`config.mk`:
```
export PLATFORM = sky130hd
export DESIGN_NAME = exec_cond_stage
export DESIGN_NICKNAME = d
export VERILOG_FILES = /design/src/rtl/exec_cond_stage_pkg.sv /design/src/rtl/exec_cond_stage_cond_check.sv /design/src/rtl/exec_cond_stage.sv
export SDC_FILE = /design/constraint.sdc
export NUM_CORES = 1
export LEC_CHECK = 0
export ABC_AREA = 1
export BUFFER_PORTS_ARGS = -buffer_cell sky130_fd_sc_hd__buf_2
export CAP_MARGIN = 20
export CORE_ASPECT_RATIO = 0.7
export CORE_MARGIN = 2
export CORE_UTILIZATION = 45
export CTS_CLUSTER_SIZE = 8
export DETAILED_ROUTE_END_ITERATION = 10
export MAX_ROUTING_LAYER = met4
export PLACE_DENSITY_LB_ADDON = 0.25
export RECOVER_POWER = 100
export SLEW_MARGIN = 0
export SYNTH_ARGS = -nofsm -noshare
export SYNTH_HDL_FRONTEND = slang
export SYNTH_SLANG_ARGS = --single-unit
```
`constraint.sdc`:
```
create_clock -name clk -period 2 [get_ports clk]
set_input_delay 0.2 -clock clk [delete_from_list [all_inputs] [get_ports clk]]
set_output_delay 0.2 -clock clk [all_outputs]
set_load 0.1 [all_outputs]
```
`src/rtl/exec_cond_stage_pkg.sv`:
```
// -----------------------------------------------------------------------------
// exec_cond_stage_pkg
//   Shared definitions for the execute-stage entry of the ARM pipeline:
//   condition-code encodings, NZCV flag bit positions, ALUControl bit
//   assignments and the bubble value loaded into the D->E control bundle.
// -----------------------------------------------------------------------------
package exec_cond_stage_pkg;

  // ARM condition field, instruction bits [31:28].
  typedef enum logic [3:0] {
    COND_EQ = 4'h0,
    COND_NE = 4'h1,
    COND_CS = 4'h2,
    COND_CC = 4'h3,
    COND_MI = 4'h4,
    COND_PL = 4'h5,
    COND_VS = 4'h6,
    COND_VC = 4'h7,
    COND_HI = 4'h8,
    COND_LS = 4'h9,
    COND_GE = 4'hA,
    COND_LT = 4'hB,
    COND_GT = 4'hC,
    COND_LE = 4'hD,
    COND_AL = 4'hE,
    COND_NV = 4'hF
  } cond_e;

  // Bit positions inside the 4-bit {N,Z,C,V} flag vector.
  localparam int FLAG_N = 3;
  localparam int FLAG_Z = 2;
  localparam int FLAG_C = 1;
  localparam int FLAG_V = 0;

  // Bit positions inside ALUControl.
  typedef enum int {
    ALUC_BASE_LO = 0,
    ALUC_BASE_HI = 1,
    ALUC_EOR     = 2,
    ALUC_RSB     = 3,
    ALUC_BIC     = 4
  } aluc_bit_e;

  // Single-bit controls plus condition field carried across D->E.
  typedef struct packed {
    logic       pcs;
    logic       reg_w;
    logic       mem_w;
    logic       mem_to_reg;
    logic       alu_src;
    logic       branch;
    logic       no_write;
    logic [1:0] flag_w;   // [1] N,Z enable; [0] C,V enable
    logic [3:0] cond;
  } de_ctrl_t;

  // A bubble carries no side effects; its condition is AL so it is an
  // ordinary executing no-op rather than a special case downstream.
  localparam de_ctrl_t DE_BUBBLE = '{
    pcs:        1'b0,
    reg_w:      1'b0,
    mem_w:      1'b0,
    mem_to_reg: 1'b0,
    alu_src:    1'b0,
    branch:     1'b0,
    no_write:   1'b0,
    flag_w:     2'b00,
    cond:       COND_AL
  };

endpackage

```
`src/rtl/exec_cond_stage_cond_check.sv`:
```
// -----------------------------------------------------------------------------
// cond_check
//   Purely combinational ARM condition evaluator.
//   Ports:
//     cond    in  4  condition field
//     flags   in  4  {N,Z,C,V}
//     cond_ex out 1  1 when the instruction is allowed to execute
// -----------------------------------------------------------------------------
module cond_check
  import exec_cond_stage_pkg::*;
(
  input  logic [3:0] cond,
  input  logic [3:0] flags,
  output logic       cond_ex
);

  logic n, z, c, v;

  assign n = flags[FLAG_N];
  assign z = flags[FLAG_Z];
  assign c = flags[FLAG_C];
  assign v = flags[FLAG_V];

  // NOTE: every always_comb output gets a default first so no path can infer a latch.
  always_comb begin
    cond_ex = 1'b0;
    case (cond)
      COND_EQ: cond_ex = z;
      COND_NE: cond_ex = !z;
      COND_CS: cond_ex = c;
      COND_CC: cond_ex = !c;
      COND_MI: cond_ex = n;
      COND_PL: cond_ex = !n;
      COND_VS: cond_ex = v;
      COND_VC: cond_ex = !v;
      COND_HI: cond_ex = c & !z;
      COND_LS: cond_ex = !c | z;
      COND_GE: cond_ex = (n == v);
      COND_LT: cond_ex = (n != v);
      COND_GT: cond_ex = !z & (n == v);
      COND_LE: cond_ex = z | (n != v);
      COND_AL: cond_ex = 1'b1;
      default: cond_ex = 1'b0;   // NV: never execute
    endcase
  end

endmodule

```
`src/rtl/exec_cond_stage.sv`:
```
// -----------------------------------------------------------------------------
// exec_cond_stage
//   Execute-stage entry: registers the decoder bundle across D->E, evaluates
//   the condition field against the architectural NZCV register, gates all
//   side-effecting controls and updates NZCV from the ALU.
//   Ports:
//     clk, reset (async, active-low), FlushE
//     *D            decoder controls, condition, destination (stage D)
//     ALUFlagsE     {N,Z,C,V} from the E-stage ALU
//     PCSrcE, RegWriteE, MemWriteE, BranchTakenE   condition-gated controls
//     MemtoRegE, ALUSrcE, ALUControlE, WA3E        registered pass-through
//     CarryE, FlagsE                               architectural flag state
// -----------------------------------------------------------------------------
module exec_cond_stage
  import exec_cond_stage_pkg::*;
#(
  parameter int WA_W   = 4,
  parameter int ALUC_W = 5
) (
  input  logic              clk,
  input  logic              reset,
  input  logic              FlushE,
  input  logic              PCSD,
  input  logic              RegWD,
  input  logic              MemWD,
  input  logic              MemtoRegD,
  input  logic              ALUSrcD,
  input  logic              BranchD,
  input  logic              NoWriteD,
  input  logic [1:0]        FlagWD,
  input  logic [ALUC_W-1:0] ALUControlD,
  input  logic [3:0]        CondD,
  input  logic [WA_W-1:0]   WA3D,
  input  logic [3:0]        ALUFlagsE,
  output logic              PCSrcE,
  output logic              RegWriteE,
  output logic              MemWriteE,
  output logic              BranchTakenE,
  output logic              MemtoRegE,
  output logic              ALUSrcE,
  output logic [ALUC_W-1:0] ALUControlE,
  output logic [WA_W-1:0]   WA3E,
  output logic              CarryE,
  output logic [3:0]        FlagsE
);

  de_ctrl_t          ctrl_d;
  de_ctrl_t          ctrl_e;
  logic [ALUC_W-1:0] alu_control_e;
  logic [WA_W-1:0]   wa3_e;
  logic [3:0]        flags;
  logic              cond_ex_e;

  assign ctrl_d = '{
    pcs:        PCSD,
    reg_w:      RegWD,
    mem_w:      MemWD,
    mem_to_reg: MemtoRegD,
    alu_src:    ALUSrcD,
    branch:     BranchD,
    no_write:   NoWriteD,
    flag_w:     FlagWD,
    cond:       CondD
  };

  cond_check u_cond_check (
    .cond    (ctrl_e.cond),
    .flags   (flags),
    .cond_ex (cond_ex_e)
  );

  // NOTE: sequential state uses non-blocking assignments so every register samples pre-edge values.
  always_ff @(posedge clk or negedge reset) begin
    if (!reset) begin
      ctrl_e        <= DE_BUBBLE;
      alu_control_e <= '0;
      wa3_e         <= '0;
      flags         <= '0;
    end else begin
      if (FlushE) begin
        ctrl_e        <= DE_BUBBLE;
        alu_control_e <= '0;
        wa3_e         <= '0;
      end else begin
        ctrl_e        <= ctrl_d;
        alu_control_e <= ALUControlD;
        wa3_e         <= WA3D;
      end

      // Flag write-back belongs to the instruction already in E, so it is
      // independent of FlushE, which only affects what enters E.
      if (cond_ex_e && ctrl_e.flag_w[1]) begin
        flags[FLAG_N] <= ALUFlagsE[FLAG_N];
        flags[FLAG_Z] <= ALUFlagsE[FLAG_Z];
      end
      if (cond_ex_e && ctrl_e.flag_w[0]) begin
        flags[FLAG_C] <= ALUFlagsE[FLAG_C];
        flags[FLAG_V] <= ALUFlagsE[FLAG_V];
      end
    end
  end

  assign PCSrcE       = ctrl_e.pcs    & cond_ex_e;
  assign BranchTakenE = ctrl_e.branch & cond_ex_e;
  assign MemWriteE    = ctrl_e.mem_w  & cond_ex_e;
  assign RegWriteE    = ctrl_e.reg_w  & cond_ex_e & !ctrl_e.no_write;

  assign MemtoRegE    = ctrl_e.mem_to_reg;
  assign ALUSrcE      = ctrl_e.alu_src;
  assign ALUControlE  = alu_control_e;
  assign WA3E         = wa3_e;

  assign FlagsE       = flags;
  assign CarryE       = flags[FLAG_C];

endmodule
```
==> summary.txt, run 1 <==
OUTCOME
----------------------------------------------------------------------------------
Outcome ............................................................. finished, violations left
Violations in the final reports ..................................... negative setup slack

FINISH
----------------------------------------------------------------------------------
Area growth from synthesis to layout ................................        41.9%
Fillcell total ......................................................          229
Share of final-layout standard cells stronger than drive strength 1 .        39.0%
NumNets Final .......................................................          230
Area of the multi-input gates .......................................      413 um2
Footprint of the flip-flops and latches .............................      667 um2
Most common cell after layout, fill and taps aside ..................        buf_2
Diodes inserted .....................................................            0
Leading cell types in the layout, fill and taps excluded ............ buf_2, nand2_1, inv_1

CLOCKING
----------------------------------------------------------------------------------
Clock latency on the worst-skew pair ................................      0.27 ns
Total CTS buffers ...................................................            3
Number of levels in the clock H-tree ................................            1
TritonCTS clock tree ................................................         done
Number of sinks driven by the clock tree ............................           26
Max Root-Sink Buffers ...............................................            2
Buffer cell driving the clock tree root .............................     clkbuf_8
Worst-path clk slew .................................................      0.09 ns

TIMING
----------------------------------------------------------------------------------
Fraction of the cycle the final worst path needs ....................         104%
Final worst path period need ........................................      2.08 ns
Worst Max-Slew Pin Slew .............................................      1.34 ns
Final number of hold-violating endpoints ............................            0
Unrepaired setup endpoints after global routing .....................          yes
Worst-case clock skew ...............................................   0.00401 ns
Achievable clock frequency ..........................................      481 MHz
Final-report max-slew violation count ...............................            0
Max_slew headroom ...................................................        10.9%
Setup TNS ...........................................................    -0.191 ns
Finish-stage setup viols ............................................            4
Worst setup margin ..................................................   -0.0797 ns

ROUTE
----------------------------------------------------------------------------------
Post-DR wirelength/cell .............................................      11.0 um
ANT nets after route ................................................            0
Post-detailed-route via-to-cell ratio ...............................         4.51
First-pass detailed-route iteration total ...........................            4
Metal1 wirelength ...................................................      1.12 mm
Number of design rule violations left after detail routing ..........            0
Routed wire length on met2 ..........................................      1.29 mm
Starting DRC count in detailed routing ..............................           35
Wire length reported by the detailed router .........................      2.58 mm
DR WL met3 ..........................................................       135 um
Total via count after detailed routing ..............................         1055
Highest signal layer in the routed design ...........................         met4

FLOORPLANNING
----------------------------------------------------------------------------------
Area of the die .....................................................     3060 um2
Starting utilization of the core area ...............................        47.8%
Floorplan core area .................................................     2480 um2
Number of ports placed on the die boundary ..........................           49
Die Span X ..........................................................      65.3 um
Die Span Y ..........................................................      46.9 um
Number of placement rows ............................................           15

PLACED DESIGN
----------------------------------------------------------------------------------
HPWL after DPL ......................................................      1.82 mm
Gp weighted congestion ..............................................        0.772
IO Port Bufs ........................................................           48

GRT
----------------------------------------------------------------------------------
All-Layer GR Usage ..................................................        19.0%
Wire length of the first global-routing pass ........................      4.06 mm
Number of global-route vias before repair ...........................          979
Number of antenna violations at the first check in global routing ...            0
Total global routing overflow .......................................            0
Largest net degree at the start of global routing ...................           27

POWER AND IR DROP
----------------------------------------------------------------------------------
Power per standard cell area ........................................  1330 nW/um2
Pwr Total ...........................................................      2.23 mW
VDD IR max ..........................................................       957 uV
Leakage power of the design .........................................     0.910 nW

LOGIC SYNTHESIS
----------------------------------------------------------------------------------
Yosys synthesis warning count .......................................            0
Synthesis-stage register bit count ..................................           26
Portion of the post-synthesis area used by sequential elements ......        55.3%
Avg Inst Size Synth .................................................     8.16 um2
Syn_nets ............................................................          174
Netlist area before placement .......................................     1180 um2
Unique cell type count in the Yosys netlist .........................           19
Mapped Cells ........................................................          145

SETUP PATH
----------------------------------------------------------------------------------
Kind of start point of the critical path ............................     register
Required time at the endpoint of the critical path ..................      1.80 ns
Critical-path maximum fanout ........................................            5
Worst reg2reg path depth ............................................           12
WS Path Type ........................................................   reg -> out
Arrival time of the worst setup path ................................      1.88 ns
Setup crit end kind ................................................. primary output

WORST HOLD PATH
----------------------------------------------------------------------------------
HP Class ............................................................    in -> reg
Hold-critical path depth ............................................            3

JOB
----------------------------------------------------------------------------------
Max-cap violations ..................................................            0

[final cells by class]
type | instances | share of cell area, %
well taps | 34 | 2.53
clock buffers | 3 | 2.46
flip-flops and latches | 26 | 39.7
clock inverters | 1 | 1.79
inverters | 34 | 8.49
multi-input cells | 81 | 24.6
repair buffers | 55 | 20.4
[stage by stage]
step	std cells	util, %	cell area, um2	hold slack [ns]	setup WS (ns)
3_5_place_dp	223	61.8	1530	0.225	0.147
3_3_place_gp	223	61.8	1530	0.219	0.195
6_report	234	67.8	1680	0.112	-0.0797
4_1_cts	231	66.9	1660	0.102	-0.0581
2_1_floorplan	145	-	1210	-0.0956	0.0321
5_1_grt	234	67.8	1680	0.103	-0.190
[cells by family (layout without fill, tap and decap cells)]
kind of cell / after synthesis / count (layout) / synth area share [%]
DFF: 26 / 26 / 55.3
AOI/OAI and AO/OA: 3 / 3 / 1.80
and+or+nand+nor: 78 / 78 / 30.2
buffers and inverters: 38 / 93 / 12.7
[metal layers]
metal	GRT usage (%)	vias to the layer above
li1	-	528
met1	20.2	489
met2	35.3	33
met3	5.52	5
met4	5.83	0
met5	-	-
[path summary, 6_finish.rpt]
path / slack, ns / end / start
setup / recovery: -0.08 / RegWriteE / ctrl_e[1]
hold / removal: 0.11 / ctrl_e[7] / BranchD
setup reg to reg: 0.21 / FlagsE[1] / ctrl_e[1]
hold reg to reg: 0.55 / FlagsE[2] / FlagsE[2]
max in group asynchronous: 0.30 / FlagsE[3] / reset
min in group asynchronous: 0.75 / ctrl_e[11] / reset
[synth_stat cells]
| library cell | instances | share of area (%) |
|---|---|---|
| nand2_1 | 31 | 9.8 |
| inv_1 | 30 | 9.5 |
| nor2_1 | 24 | 7.6 |
| dfrtp_1 | 23 | 49 |
| nand3_1 | 12 | 5.1 |
| dfstp_2 | 3 | 6.7 |
| inv_2 | 3 | 0.95 |
| nand2_2 | 3 | 1.6 |
| or2_2 | 3 | 1.6 |
| buf_4 | 2 | 1.3 |
| clkbuf_1 | 2 | 0.63 |
| nand3b_1 | 2 | 1.3 |
| a21boi_2 | 1 | 0.95 |
| a21oi_1 | 1 | 0.42 |
| clkinv_1 | 1 | 0.32 |
| nand3_2 | 1 | 0.85 |
| nand3_4 | 1 | 1.5 |
| nor2_4 | 1 | 0.95 |
| o21ai_0 | 1 | 0.42 |
[critical path: stages (launching register included)]
cell and delay (ns):
dfstp_2 0.58, inv_2 0.06, nor2_1 0.15, nand2_1 0.07, nand2_1 0.09, inv_2 0.04, nand2_2 0.07, nor2_4 0.05
nand3_4 0.10, nand3b_1 0.12, clkinvlp_4 0.11, buf_12 0.17
[repair_timing]
action | CTS | global route
buffers inserted | 3 | 3
setup endpoints to repair | 4 | 4
gates resized for setup | 6 | 6
hold buffers | 1 | 0
pin swaps | 3 | 6
endpoints found under the hold margin | 23 | 0
[state kept, by name, summed over array words and instances, names as in the netlist]
signal,count
MemtoRegE,1
FlagsE,4
ALUSrcE,1
ALUControlE,5
WA3E,4
ctrl_e,11
[power breakdown]
group	switching [mW]	internal [mW]
Sequential	0.0806	0.613
Clock	0.163	0.268
Combinational	0.834	0.268
No activity file was read; power rests on OpenSTA's default activity.
==> run 2, diff against run 1 <==
--- a/config.mk
+++ b/config.mk
@@ -15,7 +15,6 @@
 export DETAILED_ROUTE_END_ITERATION = 10
 export MAX_ROUTING_LAYER = met4
 export PLACE_DENSITY_LB_ADDON = 0.25
-export RECOVER_POWER = 100
 export SLEW_MARGIN = 0
 export SYNTH_ARGS = -nofsm -noshare
 export SYNTH_HDL_FRONTEND = slang
==> run 2 against run 1 <==
  * The run still ends with negative setup slack left
  * Non-clock buffer count did not move
  * Worst hold slack barely moved
  * Global-route usage did not move
  * Clock skew barely moved
  * Combinational power barely moved
  * Wire length fell by 0.19%
  * Via count fell by 0.95%
  * First-iteration DRC count fell by 11%
  * Fmax fell by 0.22%
  * Sequential cell count did not move
==> summary.txt, run 2 (synthesized netlist as in run 1, its figures left out) <==
TIMING
----------------------------------------------------------------------------------
Final-report max-slew violation count ...............................            0
Worst setup margin ..................................................   -0.0843 ns
Final hold slack ....................................................     0.112 ns
Worst Max-Slew Pin Slew .............................................     0.556 ns
Max_slew headroom ...................................................        62.9%
Achievable clock frequency ..........................................      480 MHz
Unrepaired setup endpoints after global routing .....................          yes
Final number of hold-violating endpoints ............................            0
Setup TNS ...........................................................    -0.212 ns
Fraction of the cycle the final worst path needs ....................         104%
Final worst path period need ........................................      2.08 ns
Finish-stage setup viols ............................................            4
Worst-case clock skew ...............................................   0.00394 ns

GRT
----------------------------------------------------------------------------------
Number of antenna violations at the first check in global routing ...            0
Largest net degree at the start of global routing ...................           27
Number of global-route vias before repair ...........................          979
Wire length of the first global-routing pass ........................      4.06 mm
Total global routing overflow .......................................            0
All-Layer GR Usage ..................................................        19.0%

POWER AND IR DROP
----------------------------------------------------------------------------------
Leakage power of the design .........................................     0.955 nW
Power per standard cell area ........................................  1310 nW/um2
VDD IR max ..........................................................       958 uV
Pwr Total ...........................................................      2.23 mW

FLOORPLANNING
----------------------------------------------------------------------------------
Starting utilization of the core area ...............................        47.8%
Die Span X ..........................................................      65.3 um
Number of ports placed on the die boundary ..........................           49
Area of the die .....................................................     3060 um2
Die Span Y ..........................................................      46.9 um
Floorplan core area .................................................     2480 um2
Number of placement rows ............................................           15

ROUTE
----------------------------------------------------------------------------------
Metal1 wirelength ...................................................      1.10 mm
First-pass detailed-route iteration total ...........................            4
Wire length reported by the detailed router .........................      2.57 mm
Routed wire length on met2 ..........................................      1.30 mm
Post-detailed-route via-to-cell ratio ...............................         4.47
ANT nets after route ................................................            0
Number of design rule violations left after detail routing ..........            0
Highest signal layer in the routed design ...........................         met4
Total via count after detailed routing ..............................         1045
Starting DRC count in detailed routing ..............................           31
DR WL met3 ..........................................................       144 um
Post-DR wirelength/cell .............................................      11.0 um

PLACED DESIGN
----------------------------------------------------------------------------------
# placed instances ..................................................          223
Gp weighted congestion ..............................................        0.772
Worst setup slack before clock tree synthesis .......................     0.147 ns
IO Port Bufs ........................................................           48
Cell area after placement ...........................................     1530 um2
HPWL after DPL ......................................................      1.82 mm

FINISH
----------------------------------------------------------------------------------
NumNets Final .......................................................          230
Share of final-layout standard cells stronger than drive strength 1 .        45.5%
Core utilization of the finished layout .............................        68.4%
Leading cell types in the layout, fill and taps excluded ............ buf_2, nand2_1, inv_1
Design area .........................................................     1700 um2
Area growth from synthesis to layout ................................        43.2%
Non-filler instance count after layout ..............................          234
Diodes inserted .....................................................            0
Most common cell after layout, fill and taps aside ..................        buf_2
Largest register by flop count ......................................       ctrl_e
Flip-flop count of the largest register, all copies and words added .           11

CLOCKING
----------------------------------------------------------------------------------
Buffer cell driving the clock tree root .............................     clkbuf_8
Worst-path clk slew .................................................      0.09 ns
TritonCTS clock tree ................................................         done
Number of sinks driven by the clock tree ............................           26
Number of levels in the clock H-tree ................................            1
Total CTS buffers ...................................................            3
Max Root-Sink Buffers ...............................................            2
Clock latency on the worst-skew pair ................................      0.27 ns

SETUP PATH
----------------------------------------------------------------------------------
Kind of start point of the critical path ............................     register
CP max stage cell ...................................................      dfstp_2
Arrival time of the worst setup path ................................      1.88 ns
Delay of the slowest cell on the worst path .........................      0.58 ns
Worst r2r dst .......................................................    FlagsE[1]
Source of the worst register-to-register timing path ................    ctrl_e[1]
Sequence of cells on the critical path .............................. inv_2 > nand2_1 > nand2_1 > nand3_2 > nand2_2 > nor2_4 > nand3_4 > nand3b_1 > clkinvlp_4 > buf_12
Required time at the endpoint of the critical path ..................      1.80 ns
Cell repeated most along the worst path .............................      nand2_1
Setup crit end kind ................................................. primary output
Setup slack of the most critical reg-to-reg path ....................      0.20 ns
WS Path Type ........................................................   reg -> out
Critical-path maximum fanout ........................................            5
Origin of the worst setup path ......................................    ctrl_e[1]
Worst reg2reg path depth ............................................           12
Critical Path Sink ..................................................    RegWriteE

JOB
----------------------------------------------------------------------------------
Max-cap violations ..................................................            0

WORST HOLD PATH
----------------------------------------------------------------------------------
Worst hold path startpoint ..........................................      BranchD
HP Class ............................................................    in -> reg

OUTCOME
----------------------------------------------------------------------------------
Outcome ............................................................. finished, violations left
Violations in the final reports ..................................... negative setup slack

==> run 2: worst min-delay path by stage <==
stage / slack [ns] / to / cells after the start
6_report: 0.11 / ctrl_e[7] / 3
5_1_grt: 0.10 / ctrl_e[10] / 3
4_1_cts: 0.10 / ctrl_e[0] / 3
3_5_place_dp: 0.22 / ctrl_e[11] / 1
3_3_place_gp: 0.22 / MemtoRegE / 1
2_1_floorplan: -0.1 / ALUControlE[0] / 0
==> run 2: worst max-delay path: cells and delay by family, from the launching register on <==
kind / cells / cell delay (ns)
flip-flops: 1 / 0.58
AND/OR/NAND/NOR: 7 / 0.66
buffers and inverters: 3 / 0.35
==> run 2: layout make-up <==
cell class	count	area, um2
clock buffer	3	41.3
inverter	34	143
tap	34	42.5
multi-input combinational	81	413
sequential	26	667
timing repair buffer	55	359
fill	222	782
clock inverter	1	30.0
==> run 2: power breakdown <==
part | switching (mW) | internal (mW)
Clock | 0.163 | 0.268
Combinational | 0.833 | 0.273
Sequential | 0.0790 | 0.613
==> run 2: timing repair <==
| action | 4_1_cts | 5_1_grt |
|---|---|---|
| hold endpoints to repair | 23 | 0 |
| gates resized for setup | 6 | 6 |
| pin swaps | 3 | 6 |
| hold buffers | 1 | 0 |
| setup endpoints to repair | 4 | 4 |
| setup buffers | 3 | 3 |
==> run 2: per-layer routing <==
layer,track usage [%],vias to the layer above
met2,35.3,33
met3,5.52,3
met5,-,-
met4,5.83,0
li1,-,528
met1,20.2,481
